## src/rtl/result_stream_unit_if.sv

```systemverilog
// rtl/result_stream_unit_if.sv - AXI-Stream bundle between result_stream_unit and the DMA
interface result_stream_unit_if #(
    parameter int DATA_W = 32
);
    logic                  M_AXIS_TVALID;
    logic [DATA_W-1:0]     M_AXIS_TDATA;
    logic [DATA_W/8-1:0]   M_AXIS_TSTRB;
    logic                  M_AXIS_TLAST;
    logic                  M_AXIS_TREADY;

    modport master (
        output M_AXIS_TVALID,
        output M_AXIS_TDATA,
        output M_AXIS_TSTRB,
        output M_AXIS_TLAST,
        input  M_AXIS_TREADY
    );

    modport slave (
        input  M_AXIS_TVALID,
        input  M_AXIS_TDATA,
        input  M_AXIS_TSTRB,
        input  M_AXIS_TLAST,
        output M_AXIS_TREADY
    );
endinterface

```

## src/rtl/result_stream_unit.sv

```systemverilog
// rtl/result_stream_unit.sv - streams the result BRAM to the DMA (optional RESULT_STREAM_STALL_CNT_EN stall counter)
module result_stream_unit #(
    parameter int BRAM_DEPTH           = 10,
    parameter int C_M_AXIS_TDATA_WIDTH = 32
) (
    input  logic                              M_AXIS_ACLK,
    input  logic                              M_AXIS_ARESETN,
    input  logic                              start,
    input  logic [BRAM_DEPTH:0]               length,
    output logic [BRAM_DEPTH-1:0]             res_addr,
    output logic                              res_en,
    input  logic [C_M_AXIS_TDATA_WIDTH-1:0]   res_dout,
    output logic                              busy,
    output logic                              done,
`ifdef RESULT_STREAM_STALL_CNT_EN
    output logic [31:0]                       stall_count,
`endif
    result_stream_unit_if.master              m_axis
);
    typedef enum logic [1:0] {
        S_IDLE   = 2'd0,
        S_STREAM = 2'd1,
        S_DONE   = 2'd2
    } state_t;

    localparam logic [BRAM_DEPTH:0] FULL_LEN = {1'b1, {BRAM_DEPTH{1'b0}}};
    localparam logic [BRAM_DEPTH:0] ONE      = {{BRAM_DEPTH{1'b0}}, 1'b1};

    state_t                            state_q, state_d;
    logic [BRAM_DEPTH:0]               len_q, len_d;
    logic [BRAM_DEPTH:0]               rd_ptr_q, rd_ptr_d;
    logic [BRAM_DEPTH:0]               beat_cnt_q, beat_cnt_d;
    logic                              rd_pend_q, rd_pend_d;
    logic [C_M_AXIS_TDATA_WIDTH-1:0]   buf_data_q [0:1];
    logic [C_M_AXIS_TDATA_WIDTH-1:0]   buf_data_d [0:1];
    logic                              buf_head_q, buf_head_d;
    logic                              buf_tail_q, buf_tail_d;
    logic [1:0]                        occ_q, occ_d;
`ifdef RESULT_STREAM_STALL_CNT_EN
    logic [31:0]                       stall_q, stall_d;
`endif

    logic                              tvalid;
    logic                              tlast;
    logic                              pop;
    logic                              rd_issue;
    logic [2:0]                        fill;
    logic [BRAM_DEPTH:0]               len_sat;
    logic [BRAM_DEPTH:0]               len_m1;

    // Output decode, read-issue decision and length saturation
    always_comb begin
        tvalid   = (occ_q != 2'd0);
        pop      = tvalid & m_axis.M_AXIS_TREADY;
        len_m1   = len_q - ONE;
        tlast    = tvalid & (beat_cnt_q == len_m1);
        len_sat  = (length > FULL_LEN) ? FULL_LEN : length;
        // Count this cycle's pop as freed space so a steady stream never bubbles.
        fill     = {1'b0, occ_q} + {2'b00, rd_pend_q} - {2'b00, pop};
        rd_issue = (state_q == S_STREAM) && (rd_ptr_q < len_q) && (fill < 3'd2);
    end

    // Next-state logic for the FSM, pointers and the two-entry output buffer
    always_comb begin
        state_d    = state_q;
        len_d      = len_q;
        rd_ptr_d   = rd_ptr_q;
        beat_cnt_d = beat_cnt_q;
        rd_pend_d  = rd_issue;
        buf_data_d = buf_data_q;
        buf_head_d = buf_head_q;
        buf_tail_d = buf_tail_q;
        occ_d      = occ_q + {1'b0, rd_pend_q} - {1'b0, pop};
`ifdef RESULT_STREAM_STALL_CNT_EN
        stall_d    = stall_q;
`endif

        case (state_q)
            S_IDLE: begin
                if (start) begin
                    len_d      = len_sat;
                    rd_ptr_d   = '0;
                    beat_cnt_d = '0;
`ifdef RESULT_STREAM_STALL_CNT_EN
                    stall_d    = '0;
`endif
                    state_d    = (len_sat == '0) ? S_DONE : S_STREAM;
                end
            end
            S_STREAM: begin
                if (rd_issue) begin
                    rd_ptr_d = rd_ptr_q + ONE;
                end
                if (pop) begin
                    beat_cnt_d = beat_cnt_q + ONE;
                    if (tlast) begin
                        state_d = S_DONE;
                    end
                end
`ifdef RESULT_STREAM_STALL_CNT_EN
                if (tvalid && !m_axis.M_AXIS_TREADY && (stall_q != 32'hFFFF_FFFF)) begin
                    stall_d = stall_q + 32'd1;
                end
`endif
            end
            S_DONE: begin
                state_d = S_IDLE;
            end
            default: begin
                state_d = S_IDLE;
            end
        endcase

        // BRAM data lands one cycle after its read was issued.
        if (rd_pend_q) begin
            buf_data_d[buf_tail_q] = res_dout;
            buf_tail_d             = ~buf_tail_q;
        end
        if (pop) begin
            buf_head_d = ~buf_head_q;
        end
    end

    // State registers with synchronous active-low reset
    always_ff @(posedge M_AXIS_ACLK) begin
        if (!M_AXIS_ARESETN) begin
            state_q    <= S_IDLE;
            len_q      <= '0;
            rd_ptr_q   <= '0;
            beat_cnt_q <= '0;
            rd_pend_q  <= 1'b0;
            buf_data_q <= '{default: '0};
            buf_head_q <= 1'b0;
            buf_tail_q <= 1'b0;
            occ_q      <= 2'd0;
`ifdef RESULT_STREAM_STALL_CNT_EN
            stall_q    <= '0;
`endif
        end else begin
            state_q    <= state_d;
            len_q      <= len_d;
            rd_ptr_q   <= rd_ptr_d;
            beat_cnt_q <= beat_cnt_d;
            rd_pend_q  <= rd_pend_d;
            buf_data_q <= buf_data_d;
            buf_head_q <= buf_head_d;
            buf_tail_q <= buf_tail_d;
            occ_q      <= occ_d;
`ifdef RESULT_STREAM_STALL_CNT_EN
            stall_q    <= stall_d;
`endif
        end
    end

    assign res_en   = rd_issue;
    assign res_addr = rd_ptr_q[BRAM_DEPTH-1:0];
    assign busy     = (state_q != S_IDLE);
    assign done     = (state_q == S_DONE);

    assign m_axis.M_AXIS_TVALID = tvalid;
    assign m_axis.M_AXIS_TDATA  = buf_data_q[buf_head_q];
    assign m_axis.M_AXIS_TSTRB  = {(C_M_AXIS_TDATA_WIDTH/8){1'b1}};
    assign m_axis.M_AXIS_TLAST  = tlast;

`ifdef RESULT_STREAM_STALL_CNT_EN
    assign stall_count = stall_q;
`endif
endmodule

```

## src/flat_wrapper.sv

```systemverilog
// flat-port wrapper written by rule: the top's interface ports become plain ports
module result_stream_unit_flat 
#(
    parameter int BRAM_DEPTH           = 10,
    parameter int C_M_AXIS_TDATA_WIDTH = 32
)
  (M_AXIS_ACLK, M_AXIS_ARESETN, start, length, res_addr, res_en, res_dout, busy, done, m_axis_M_AXIS_TVALID, m_axis_M_AXIS_TDATA, m_axis_M_AXIS_TSTRB, m_axis_M_AXIS_TLAST, m_axis_M_AXIS_TREADY);
  result_stream_unit_if #(.DATA_W((32))) m_axis_i ();
  input  logic M_AXIS_ACLK;
  input  logic M_AXIS_ARESETN;
  input  logic start;
  input  logic [BRAM_DEPTH:0] length;
  output logic [BRAM_DEPTH-1:0] res_addr;
  output logic res_en;
  input  logic [C_M_AXIS_TDATA_WIDTH-1:0] res_dout;
  output logic busy;
  output logic done;
  output wire logic [$bits(m_axis_i.M_AXIS_TVALID)-1:0] m_axis_M_AXIS_TVALID;
  output wire logic [$bits(m_axis_i.M_AXIS_TDATA)-1:0] m_axis_M_AXIS_TDATA;
  output wire logic [$bits(m_axis_i.M_AXIS_TSTRB)-1:0] m_axis_M_AXIS_TSTRB;
  output wire logic [$bits(m_axis_i.M_AXIS_TLAST)-1:0] m_axis_M_AXIS_TLAST;
  input wire logic [$bits(m_axis_i.M_AXIS_TREADY)-1:0] m_axis_M_AXIS_TREADY;
  assign m_axis_M_AXIS_TVALID = m_axis_i.M_AXIS_TVALID;
  assign m_axis_M_AXIS_TDATA = m_axis_i.M_AXIS_TDATA;
  assign m_axis_M_AXIS_TSTRB = m_axis_i.M_AXIS_TSTRB;
  assign m_axis_M_AXIS_TLAST = m_axis_i.M_AXIS_TLAST;
  assign m_axis_i.M_AXIS_TREADY = m_axis_M_AXIS_TREADY;
  result_stream_unit #(.BRAM_DEPTH(BRAM_DEPTH), .C_M_AXIS_TDATA_WIDTH(C_M_AXIS_TDATA_WIDTH)) u_core (.M_AXIS_ACLK(M_AXIS_ACLK), .M_AXIS_ARESETN(M_AXIS_ARESETN), .start(start), .length(length), .res_addr(res_addr), .res_en(res_en), .res_dout(res_dout), .busy(busy), .done(done), .m_axis(m_axis_i));
endmodule
```

## config.mk

```make
export PLATFORM = sky130hd
export DESIGN_NAME = result_stream_unit_flat
export DESIGN_NICKNAME = d
export VERILOG_FILES = /design/src/rtl/result_stream_unit_if.sv /design/src/rtl/result_stream_unit.sv /design/src/flat_wrapper.sv
export SDC_FILE = /design/constraint.sdc
export NUM_CORES = 1
export LEC_CHECK = 0
export BUFFER_PORTS_ARGS = -buffer_cell sky130_fd_sc_hd__buf_2
export CORE_MARGIN = 4
export CORE_UTILIZATION = 60
export CTS_CLUSTER_SIZE = 8
export DETAILED_ROUTE_END_ITERATION = 10
export PLACE_DENSITY = 0.85
export SLEW_MARGIN = 25
export SYNTH_ARGS = -nofsm -noshare
export SYNTH_HDL_FRONTEND = slang
export SYNTH_SLANG_ARGS = --single-unit
```

## constraint.sdc

```tcl
create_clock -name M_AXIS_ACLK -period 9.4 [get_ports M_AXIS_ACLK]
set_clock_uncertainty 0.15 [all_clocks]
set_input_delay 0.47 -clock M_AXIS_ACLK [delete_from_list [all_inputs] [get_ports M_AXIS_ACLK]]
set_output_delay 0.47 -clock M_AXIS_ACLK [all_outputs]
set_load 0.05 [all_outputs]
```

Yosys cells after proc, flatten, opt, wreduce, memory -nomap -nowiden

Cells that the tools add are included.

Output and inout port bits: 51
Input port bits: 47
Register bits after elaboration: 104
Logic and storage cells: 65

Order comparisons: 6
Reduce and logical (&&, ||, !) cells: 12
Equal/unequal tests: 7
Add/sub/neg operators: 7
Muxes and demuxes: 17
Bitwise operators: 6

Operators with widths:

| cell                    | number |
|---|---|
| $mux W32                | 4 |
| $bwmux W64              | 1 |
| $mux W11                | 4 |
| $pmux W11 S2            | 2 |
| $demux W32 S1           | 1 |
| $add A11 B1 Y11 const B | 2 |
| $eq A11 B11 Y1          | 1 |
| $gt A11 B11 Y1 const B  | 1 |
| $logic_not A11 Y1       | 1 |
| $lt A11 B11 Y1          | 1 |
| $sub A11 B1 Y11 const B | 1 |
| $reduce_and A3 Y1       | 3 |
| $mux W2                 | 4 |
| $ne A2 B2 Y1 const B    | 3 |
| $reduce_bool A2 Y1      | 3 |
| $ge A2 B2 Y1 const B    | 2 |
| $not A1 Y2              | 2 |
| $pmux W2 S2             | 1 |
| $add A2 B1 Y3           | 1 |
| $logic_and A1 B1 Y1     | 3 |
| $lt A3 B2 Y1 const B    | 1 |
| $sub A3 B1 Y3           | 1 |
| $add A2 B1 Y2           | 1 |
| $and A1 B1 Y1           | 2 |
| other kinds (8)         | 9 |

Logic depth before layout (Yosys ltp)

Word-level depth: 7
Mapped depth: 13

Worst setup path after synthesis

OpenSTA, ideal clock, no wires.

Path type: register to output
Start point: register u_core.occ_q[1]
End point: output res_en
Arrival: 3.394 ns
Path buffers: 0
Path slack: 5.386 ns
Stages on the path, launching flop included: 12
Cell sequence: dfxtp_1 -> or2_2 -> nand2_1 -> inv_1 -> ha_1 -> inv_1 -> ha_1 -> fa_1 -> nor4b_1 -> nand3_1 -> a21o_1 -> a21oi_1

Longest elaborated chain between the ends: 5
Elaborated cells on any way between the ends: 6
Those cells by class: add/sub: 2; order compare: 1; bitwise: 1; reduce/logical: 2

Ends and longest elaborated chain:

| what                           | RTL line                  | RTL |
|---|---|---|
| from (decl)                    | result_stream_unit.sv:38  | `logic [1:0] occ_q, occ_d;` |
| from (signal assigned)         | result_stream_unit.sv:135 | `occ_q <= 2'd0;` |
| from (signal assigned)         | result_stream_unit.sv:148 | `occ_q <= occ_d;` |
| $reduce_bool A2 Y1             | result_stream_unit.sv:53  | `tvalid = (occ_q != 2'd0);` |
| named net m_axis_M_AXIS_TVALID | flat_wrapper.sv:18        | `output wire logic [$bits(m_axis_i.M_AXIS_TVALID)-1:0] m_axis_M_AXIS_TVALID;` |
| $and A1 B1 Y1                  | result_stream_unit.sv:54  | `pop = tvalid & m_axis.M_AXIS_TREADY;` |
| named net u_core.pop           | result_stream_unit.sv:45  | `logic pop;` |
| $sub A3 B1 Y3                  | result_stream_unit.sv:59  | `fill = {1'b0, occ_q} + {2'b00, rd_pend_q} - {2'b00, pop};` |
| named net u_core.fill[1]       | result_stream_unit.sv:47  | `logic [2:0] fill;` |
| $lt A3 B2 Y1                   | result_stream_unit.sv:60  | `rd_issue = (state_q == S_STREAM) && (rd_ptr_q < len_q) && (fill < 3'd2);` |
| $logic_and A1 B1 Y1            | result_stream_unit.sv:60  |  |
| to (decl)                      | flat_wrapper.sv:14        | `output logic res_en;` |

The timed path passes the listed nets, and every way through them passes these cells.

Worst setup path after layout

Start point: register u_core.occ_q[1]
End point: output res_en

Longest elaborated chain between the ends: 5
Elaborated cells on any way between the ends: 6
Those cells by class: add/sub: 2; order compare: 1; bitwise: 1; reduce/logical: 2

Ends and longest elaborated chain:

| what                     | RTL line |
|---|---|
| $reduce_bool A2 Y1       | result_stream_unit.sv:53 |
| $and A1 B1 Y1            | result_stream_unit.sv:54 |
| named net u_core.pop     | result_stream_unit.sv:45 |
| $sub A3 B1 Y3            | result_stream_unit.sv:59 |
| named net u_core.fill[1] | result_stream_unit.sv:47 |
| $lt A3 B2 Y1             | result_stream_unit.sv:60 |
| $logic_and A1 B1 Y1      | result_stream_unit.sv:60 |

The timed path passes the listed nets, and every way through them passes these cells.

==> out/summary.txt <==
TritonCTS Buffers: 9
number of library cell types mapped by synthesis: 49
terminus of the critical flop-to-flop path: u_core.rd_ptr_q[8]
first-pass GRT wire length: 20300 µm
Die W: 102 µm
port bufs: 93
cell count of the worst reg-to-reg path: 12
CTS tree: done
crit path max fanout: 5
largest net degree at the start of global routing: 78
Reg2Reg Launch Point: u_core.occ_q[1]
Power Density: 170 nW/µm²
setup_tns: 0 ns
Ports: 98
sequential area share after synthesis: 0.392
# nets final: 759
leakage power: 0.00237 µW
vias in the first global route: 4390
Internal Power: 648 µW
minimum clock period after layout: 4.15 ns
Tot GR Track Use: 0.241
Clock Tree Buf Depth: 2
Final Hold Viols: 0
die height: 102 µm
Worst Path Arrival: 3.53 ns
sequential share of power: 0.487
EDFF count, synth: 0
Req. time, crit path: 8.78 ns
Worst-Margin Slew: 0.917 ns
Startpoint Class: flip-flop
unrepaired setup endpoints after global routing: false
Area Overhead vs Synth: 10.8%
placed cell areas: 5710 µm²
status: completed
WL final: 12600 µm
hpwl dp: 8870 µm
GPL Wtd Cong: 0.879
initial antenna violation count: 0
commonest non-fill, non-tap cell in the layout: nand2_1
Root Driver: clkbuf_8
R2R Setup Slk: 5.76 ns
vias per cell: 5.69
critical path capture point type: output port
most frequent cells in the layout: nand2_1, dfxtp_1, buf_2
Mapped Avg Cell Area: 8.35 µm²
Max-cap violations: 0
Slew Viols, Final: 0
hold path depth: 3
cts hold-fix bufs: 0
DR DRC count: 0
CP max-delay cell: fa_1
H-tree Lvls: 3
slew margin rel.: 0.387
fin area: 5890 µm²
sw frac: 0.354
Final setup viols: 0
Setup WS post-layout: 5.25 ns
P_sw: 355 µW
total gr overflow: 0
Initial Utilization: 0.612
#FFs+latches synth: 104
warnings from Yosys: 0
clk_lat worst skew: 0.37 ns
Final Cycle Share: 0.442
dpl ws: 5.67 ns
clock share of power: 0.261
1st-pass router iterations: 5
clk sinks: 104
Post-Synthesis Cells: 636
num rows: 34
Initial DRC Count: 221
Synth Cell Area: 5310 µm²
Largest stage delay, worst path: 0.45 ns
die footprint: 10400 µm²
Clk pin slew, worst setup/hold paths: 0.10 ns
post_cts resized: 0
Core ar.: 8680 µm²
Post-CTS Setup Inserts: 0
layout cell share with drive strength beyond 1: 0.220
post-route ant nets: 0
drt wl/cell: 15.6 µm
HP Class: input port to flip-flop
post-synthesis async set-or-reset flop share: 0
fmax: 241 MHz
hold path endpoint: u_core.len_q[3]
critical setup path kind: flip-flop to output port
Min-Delay Startpoint: length[3]
Power, Total: 1000 µW
# diodes: 0
via count: 4597
cells along the critical path: or2_2, nand2_1, inv_1, ha_1, inv_1, ha_1, fa_1, nor4b_1, nand3_1, a21o_1, a21oi_1, buf_2
Worst VDD drop: 0.0866 mV
combinational share of power: 0.252
most common flop cell mapped by yosys: dfxtp_1
## power by group through the flow
stage               Sequential, µW  Clock (µW)  Combinational (µW)
finish                         489         262                 253
global route                   492         281                 274
CTS                            488         263                 253
detailed placement             498           0                 252
global placement               496           0                 247
floorplan                      485           0                 204
## registers in the layout, indices dropped and copies added (netlist names)
register / count
u_core.beat_cnt_q: 11
u_core.buf_data_q: 64
u_core.buf_head_q: 1
u_core.buf_tail_q: 1
u_core.len_q: 11
u_core.occ_q: 2
u_core.rd_pend_q: 1
u_core.rd_ptr_q: 11
u_core.state_q: 2
## stage by stage
stage	util	cells	hold WS [ns]
after floorplan	-	639	0.290
after global placement	0.658	793	0.300
after detailed placement	0.658	793	0.310
after CTS	0.678	808	0.160
after global routing	0.678	808	0.156
final	0.678	808	0.162
## synth_stat cells, types with 2 or more instances
master | n | area (µm²)
a21boi_0 | 66 | 495
a21o_1 | 4 | 30.0
and4_1 | 2 | 17.5
buf_4 | 14 | 105
mux2i_1 | 6 | 60.1
mux2_2 | 33 | 372
clkbuf_1 | 36 | 135
nor4b_1 | 2 | 17.5
or2_2 | 2 | 12.5
dfxtp_1 | 104 | 2080
nand3_1 | 12 | 60.1
a21oi_1 | 14 | 70.1
a2111oi_0 | 3 | 26.3
nor4_1 | 5 | 31.3
xor2_1 | 12 | 105
a2111o_1 | 5 | 56.3
and2_1 | 6 | 37.5
nand2_1 | 166 | 623
nor4b_2 | 2 | 30.0
nand2b_1 | 8 | 50.1
nor2_1 | 24 | 90.1
nor3b_1 | 2 | 15.0
a211oi_1 | 2 | 15.0
o21ai_0 | 19 | 95.1
and3_1 | 5 | 31.3
o211ai_1 | 2 | 15.0
a211o_1 | 2 | 17.5
ha_1 | 15 | 188
nand4_1 | 12 | 75.1
nor2b_1 | 2 | 12.5
inv_1 | 18 | 67.6
a22oi_1 | 2 | 15.0
xnor2_1 | 13 | 114
## layer usage
metal	global-route usage	up-vias	routed length, µm
met2	0.403	141	6170
li1	-	2263	-
met3	0.0546	18	791
met4	0.0827	0	210
met5	0	-	0
met1	0.308	2175	5450
## worst max-delay path by stage
stage,startpoint,endpoint,depth (start not counted)
after floorplan,u_core.occ_q[1],res_en,11
after global placement,u_core.occ_q[1],res_en,12
after detailed placement,u_core.occ_q[1],res_en,12
after CTS,u_core.occ_q[1],res_en,12
after global routing,u_core.occ_q[1],res_en,12
final,u_core.occ_q[1],res_en,12
## final cells by class
type,instances,area [µm²]
tap,108,135
multi-input combinational,465,2920
sequential,104,2080
inverter,18,67.6
clock inverter,6,50.0
timing repair buffer,98,505
clock buffer,9,124
fill,740,2790
## logic make-up (layout without fill, tap and decap cells)
kind of cell             count (synthesis)  count (layout)  synth area share
AND/OR/NAND/NOR                        253             253             0.213
AO/OA/AOI/OAI                          128             128             0.172
flip-flops                             104             104             0.392
buffers and inverters                   70             131            0.0610
multiplexers                            39              39            0.0813
XOR/XNOR                                25              25            0.0412
adder cells (fa/ha/maj)                 16              16            0.0391
other                                    1               4          0.000706
## worst max-delay path, delay by kind of cell, from the launching register on
| family | cells | cell delay [ns] |
|---|---|---|
| compound gates | 2 | 0.55 |
| fa+ha+maj | 3 | 0.91 |
| buf+inv | 3 | 0.47 |
| flops | 1 | 0.35 |
| simple gates | 4 | 0.88 |
Note: power is estimated with default switching activity, not from simulation.
